[src/rtl/jtag_pkg.sv]
// Shared JTAG definitions: IEEE 1149.1 TAP state encodings and instruction
// decode constants used by the TAP controller and the instruction register.
package jtag_pkg;

  typedef enum logic [3:0] {
    TLR      = 4'hF,
    RTI      = 4'hC,
    SEL_DR   = 4'h7,
    CAP_DR   = 4'h6,
    SH_DR    = 4'h2,
    EX1_DR   = 4'h1,
    PAUSE_DR = 4'h3,
    EX2_DR   = 4'h0,
    UPD_DR   = 4'h5,
    SEL_IR   = 4'h4,
    CAP_IR   = 4'hE,
    SH_IR    = 4'hA,
    EX1_IR   = 4'h9,
    PAUSE_IR = 4'hB,
    EX2_IR   = 4'h8,
    UPD_IR   = 4'hD
  } tap_state_t;

  localparam int                IR_LEN     = 4;
  localparam logic [IR_LEN-1:0] IR_EXTEST  = 4'h0;
  localparam logic [IR_LEN-1:0] IR_IDCODE  = 4'h1;
  localparam logic [IR_LEN-1:0] IR_SAMPLE  = 4'h2;
  localparam logic [IR_LEN-1:0] IR_BYPASS  = 4'hF;
  localparam int                ID_LEN     = 32;
  localparam int                BYPASS_LEN = 1;

  // TLR sits in the upper nibble range but belongs to the DR side of the mux.
  function automatic logic is_ir_side(input tap_state_t s);
    case (s)
      SEL_IR, CAP_IR, SH_IR, EX1_IR, PAUSE_IR, EX2_IR, UPD_IR: is_ir_side = 1'b1;
      default:                                                 is_ir_side = 1'b0;
    endcase
  endfunction

endpackage

[src/rtl/tap_clock_gate.sv]
// Glitch-free clock gate: enable is captured on falling tck, so the AND with
// tck can only open or close while tck is low.
module tap_clock_gate (
  input  logic tck,
  input  logic trst,
  input  logic en,
  output logic gclk
);

  logic en_q;

  always_ff @(negedge tck or posedge trst) begin
    if (trst) en_q <= 1'b0;
    else      en_q <= en;
  end

  assign gclk = tck & en_q;

endmodule

[src/rtl/tap_controller.sv]
// IEEE 1149.1 TAP controller: 16-state FSM on rising tck, control outputs
// registered on falling tck, gated DR/IR clocks.
module tap_controller
  import jtag_pkg::*;
(
  input  logic       tck,
  input  logic       trst,
  input  logic       tms,
  output logic [3:0] tap_state,
  output logic       tap_reset,
  output logic       select,
  output logic       enable,
  output logic       captureDR,
  output logic       shiftDR,
  output logic       clockDR,
  output logic       updateDR,
  output logic       captureIR,
  output logic       shiftIR,
  output logic       clockIR,
  output logic       updateIR
);

  tap_state_t state, state_next;

  always_ff @(posedge tck or posedge trst) begin
    if (trst) state <= TLR;
    else      state <= state_next;
  end

  always_comb begin
    state_next = state;
    case (state)
      TLR:      state_next = tms ? TLR      : RTI;
      RTI:      state_next = tms ? SEL_DR   : RTI;
      SEL_DR:   state_next = tms ? SEL_IR   : CAP_DR;
      CAP_DR:   state_next = tms ? EX1_DR   : SH_DR;
      SH_DR:    state_next = tms ? EX1_DR   : SH_DR;
      EX1_DR:   state_next = tms ? UPD_DR   : PAUSE_DR;
      PAUSE_DR: state_next = tms ? EX2_DR   : PAUSE_DR;
      EX2_DR:   state_next = tms ? UPD_DR   : SH_DR;
      UPD_DR:   state_next = tms ? SEL_DR   : RTI;
      SEL_IR:   state_next = tms ? TLR      : CAP_IR;
      CAP_IR:   state_next = tms ? EX1_IR   : SH_IR;
      SH_IR:    state_next = tms ? EX1_IR   : SH_IR;
      EX1_IR:   state_next = tms ? UPD_IR   : PAUSE_IR;
      PAUSE_IR: state_next = tms ? EX2_IR   : PAUSE_IR;
      EX2_IR:   state_next = tms ? UPD_IR   : SH_IR;
      UPD_IR:   state_next = tms ? SEL_DR   : RTI;
      default:  state_next = TLR;
    endcase
  end

  assign tap_state = state;

  // Controls decoded from the current state, applied half a cycle later.
  logic cap_dr_d, sh_dr_d, upd_dr_d, cap_ir_d, sh_ir_d, upd_ir_d;

  always_comb begin
    cap_dr_d = (state == CAP_DR);
    sh_dr_d  = (state == SH_DR);
    upd_dr_d = (state == UPD_DR);
    cap_ir_d = (state == CAP_IR);
    sh_ir_d  = (state == SH_IR);
    upd_ir_d = (state == UPD_IR);
  end

  always_ff @(negedge tck or posedge trst) begin
    if (trst) begin
      tap_reset <= 1'b1;
      select    <= 1'b0;
      enable    <= 1'b0;
      captureDR <= 1'b0;
      shiftDR   <= 1'b0;
      updateDR  <= 1'b0;
      captureIR <= 1'b0;
      shiftIR   <= 1'b0;
      updateIR  <= 1'b0;
    end else begin
      tap_reset <= (state == TLR);
      select    <= is_ir_side(state);
      enable    <= sh_dr_d | sh_ir_d;
      captureDR <= cap_dr_d;
      shiftDR   <= sh_dr_d;
      updateDR  <= upd_dr_d;
      captureIR <= cap_ir_d;
      shiftIR   <= sh_ir_d;
      updateIR  <= upd_ir_d;
    end
  end

  tap_clock_gate u_gate_dr (
    .tck  (tck),
    .trst (trst),
    .en   (cap_dr_d | sh_dr_d),
    .gclk (clockDR)
  );

  tap_clock_gate u_gate_ir (
    .tck  (tck),
    .trst (trst),
    .en   (cap_ir_d | sh_ir_d),
    .gclk (clockIR)
  );

endmodule

[config.mk]
export PLATFORM = sky130hd
export DESIGN_NAME = tap_controller
export DESIGN_NICKNAME = d
export VERILOG_FILES = /design/src/rtl/jtag_pkg.sv /design/src/rtl/tap_clock_gate.sv /design/src/rtl/tap_controller.sv
export SDC_FILE = /design/constraint.sdc
export NUM_CORES = 1
export LEC_CHECK = 0
export BUFFER_PORTS_ARGS = -buffer_cell sky130_fd_sc_hd__clkbuf_2
export CAP_MARGIN = 20
export CORE_AREA = 3 3 40 42
export CTS_BUF_LIST = sky130_fd_sc_hd__clkbuf_8
export CTS_CLUSTER_SIZE = 8
export DETAILED_ROUTE_END_ITERATION = 6
export DIE_AREA = 0 0 43 45
export GPL_ROUTABILITY_DRIVEN = 0
export PLACE_DENSITY_LB_ADDON = 0.2
export SLEW_MARGIN = 20
export SYNTH_ARGS = -nofsm -noshare
export SYNTH_HDL_FRONTEND = slang
export SYNTH_SLANG_ARGS = --single-unit
[constraint.sdc]
create_clock -name tck -period 2.2 [get_ports tck]
set_input_delay 0.44 -clock tck [delete_from_list [all_inputs] [get_ports tck]]
set_output_delay 0.44 -clock tck [all_outputs]
set_load 0.005 [all_outputs]
==> run metrics <==
outcome complete, but fails checks; failing checks negative setup slack; crit-path leading delay family flip-flops; Vias/cell 4.75; worst min path class input pin to asynchronous set/reset pin; Row Count 13; final setup violation count 13; die area 1940 um^2; WL met2 583 um; Max Cap Viol 0; WL met3 91 um; Fin. Hold Viols 0; clk_lat worst skew 0.43 ns; total number of vias 485; Most used DFF post-synth dfrtn_1; FF+latch area 382 um^2; Post-Synthesis Cells 57; Critical Path Max Stage Delay 0.50 ns; Layout Nets 90; RSZ-0062 raised after global routing yes; Clk pwr share 31.8%; sequential cell area fraction in the yosys report 61.6%; Bufs and invs on worst path 1; Clock Skew 0.0810 ns; VDD IR-drop max 0.791 mV; fillers 104; top cells by area, synth dfrtn_1 40%, dfstp_2 21%, nor2_1 4.8%; Cell Area, Synth 619 um^2; average wire per standard cell 11.6 um; dpl hpwl 876 um; vias in the first global route 500; syn_nets 60; Slowest-stage cell, CP dfstp_2; gr usage total 16.0%; layout cells sized above 1 49.4%; initial antenna violation count 0; synth warn 0; first-pass GRT wire length 2.04 mm; final WL 1.18 mm; CP Capture Type output pin; Synth area leader dfrtn_1; sw power 438 uW; ys async rst share 100%; crit path launch type flip-flop; crit-path cells clkbuf_2; hold_buf cts 0; CP Data Arrival Time 2.13 ns; Comb pwr share 34.0%; Sequential Power Share 34.1%; Synth cell types 19; final core occ 67.5%; number of synthesized flops with an enable pin 0; most frequent cell after synthesis dfrtn_1; Slew HR 87.7%; Die Ht 45 um; gr ovfl total 0; pwr dens 1590 nW/um^2; IO Pins 18; Routed Antenna Nets 0; Yosys top cell area share 40.4%; max reg flops 4; Pre-antenna DRT Iters 2; Starting Density 48.2%; Leakage 0.478 nW; largest net degree at the start of global routing 11; synthesized area per cell 10.9 um^2; min setup slack post-route -0.365 ns; PortBufs 17; switch share 31.8%; CP Max Fanout 1; Met1 Wirelength 483 um; Worst EP required 1.76 ns; Slew @ Worst Pin 0.184 ns; top cells by count, synth 10 x dfrtn_1, 8 x nor2_1, 6 x inv_1, 6 x nand2_1, 5 x dfstp_2; Inserted Diodes 0; CP Class flip-flop to output pin; core area 1280 um^2; Yosys reg bits 15; initial DRC count 3; DRC violations left 0; CTS tree built; Max Used Layer met4; Die W 43 um; Hold WS 0.157 ns; internal power 939 uW; final max-slew violation count 0; area occupied by multi-input gates 194 um^2; Area Overhead vs Synth 40.0%; Clk pin slew, worst setup/hold paths 0.06 ns
-- routing by layer --
layer	GRT usage, %	vias up
li1	-	242
met1	15.6	224
met2	22.8	16
met3	9.56	3
met4	16.9	0
met5	0	-
-- power groups by stage --
stage	Clock, mW	Combinational (mW)	Sequential, mW
floorplan	0.0154	0.319	0.466
global placement	0.0241	0.433	0.479
detailed placement	0.0241	0.440	0.482
CTS	0.450	0.443	0.480
global route	0.480	0.530	0.482
finish	0.438	0.469	0.470
-- metrics by stage --
step | cells | power [mW] | setup WS [ns] | cell area [um^2] | TNS (ns)
final | 102 | 1.38 | -0.365 | 867 | -2.62
after global routing | 102 | 1.49 | -0.401 | 867 | -3.02
after CTS | 101 | 1.37 | -0.371 | 853 | -2.73
after global placement | 92 | 0.936 | 0.0506 | 748 | 0
after floorplan | 57 | 0.801 | -0.101 | 637 | -0.101
after detailed placement | 92 | 0.946 | 0.00570 | 748 | 0
-- worst paths after layout --
| check | startpoint | endpoint | slack [ns] | cells after the start |
|---|---|---|---|---|
| setup / recovery | tap_reset | tap_reset | -0.37 | 1 |
| hold / removal | trst | tap_state[0] | 0.16 | 2 |
| setup reg to reg | tap_state[2] | select | 0.04 | 3 |
| hold reg to reg | tap_state[1] | tap_state[0] | 0.62 | 1 |
| max in group asynchronous | trst | select | 0.90 | 3 |
| min in group tck | tms | tap_state[0] | 0.31 | 2 |
-- layout make-up --
cell class	count	share of cell area (%)
sequential	15	44.0
multi-input combinational	32	22.4
timing repair buffer	23	15.6
clock buffer	9	12.3
inverter	5	2.16
tap	15	2.16
clock inverter	3	1.44
-- timing repair --
item / 4_1_cts / 5_1_grt
setup endpoints to repair: 13 / 15
cloned: 0 / 0
setup buffers: 0 / 1
pin swaps: 1 / 1
gates resized for setup: 0 / 6
-- kinds of logic after synthesis --
group,after synthesis,synth area share (%)
DFF,15,61.6
buffers and inverters,10,9.70
AOI/OAI and AO/OA,10,10.9
and+or+nand+nor,22,17.8
-- cells in the final DEF (no fill, tap or decap) --
master	netlist	routed
clkinv_2	0	1
nor2b_4	1	1
inv_1	6	7
a21o_1	1	1
a211oi_1	1	1
nand2_1	6	5
nor3_1	2	2
dfrtn_1	10	10
clkbuf_8	0	7
a22o_1	1	1
nand2b_1	2	1
nand2b_4	0	1
buf_2	0	4
buf_4	2	8
and2_1	2	2
a41oi_1	1	1
dfstp_2	5	5
a221o_1	1	1
nor2_1	8	8
or3b_4	0	1
clkbuf_2	0	13
nand2_2	0	1
a21oi_2	0	1
o21ai_0	3	3
a21oi_1	2	1
Power figures use the tool's default switching activity.
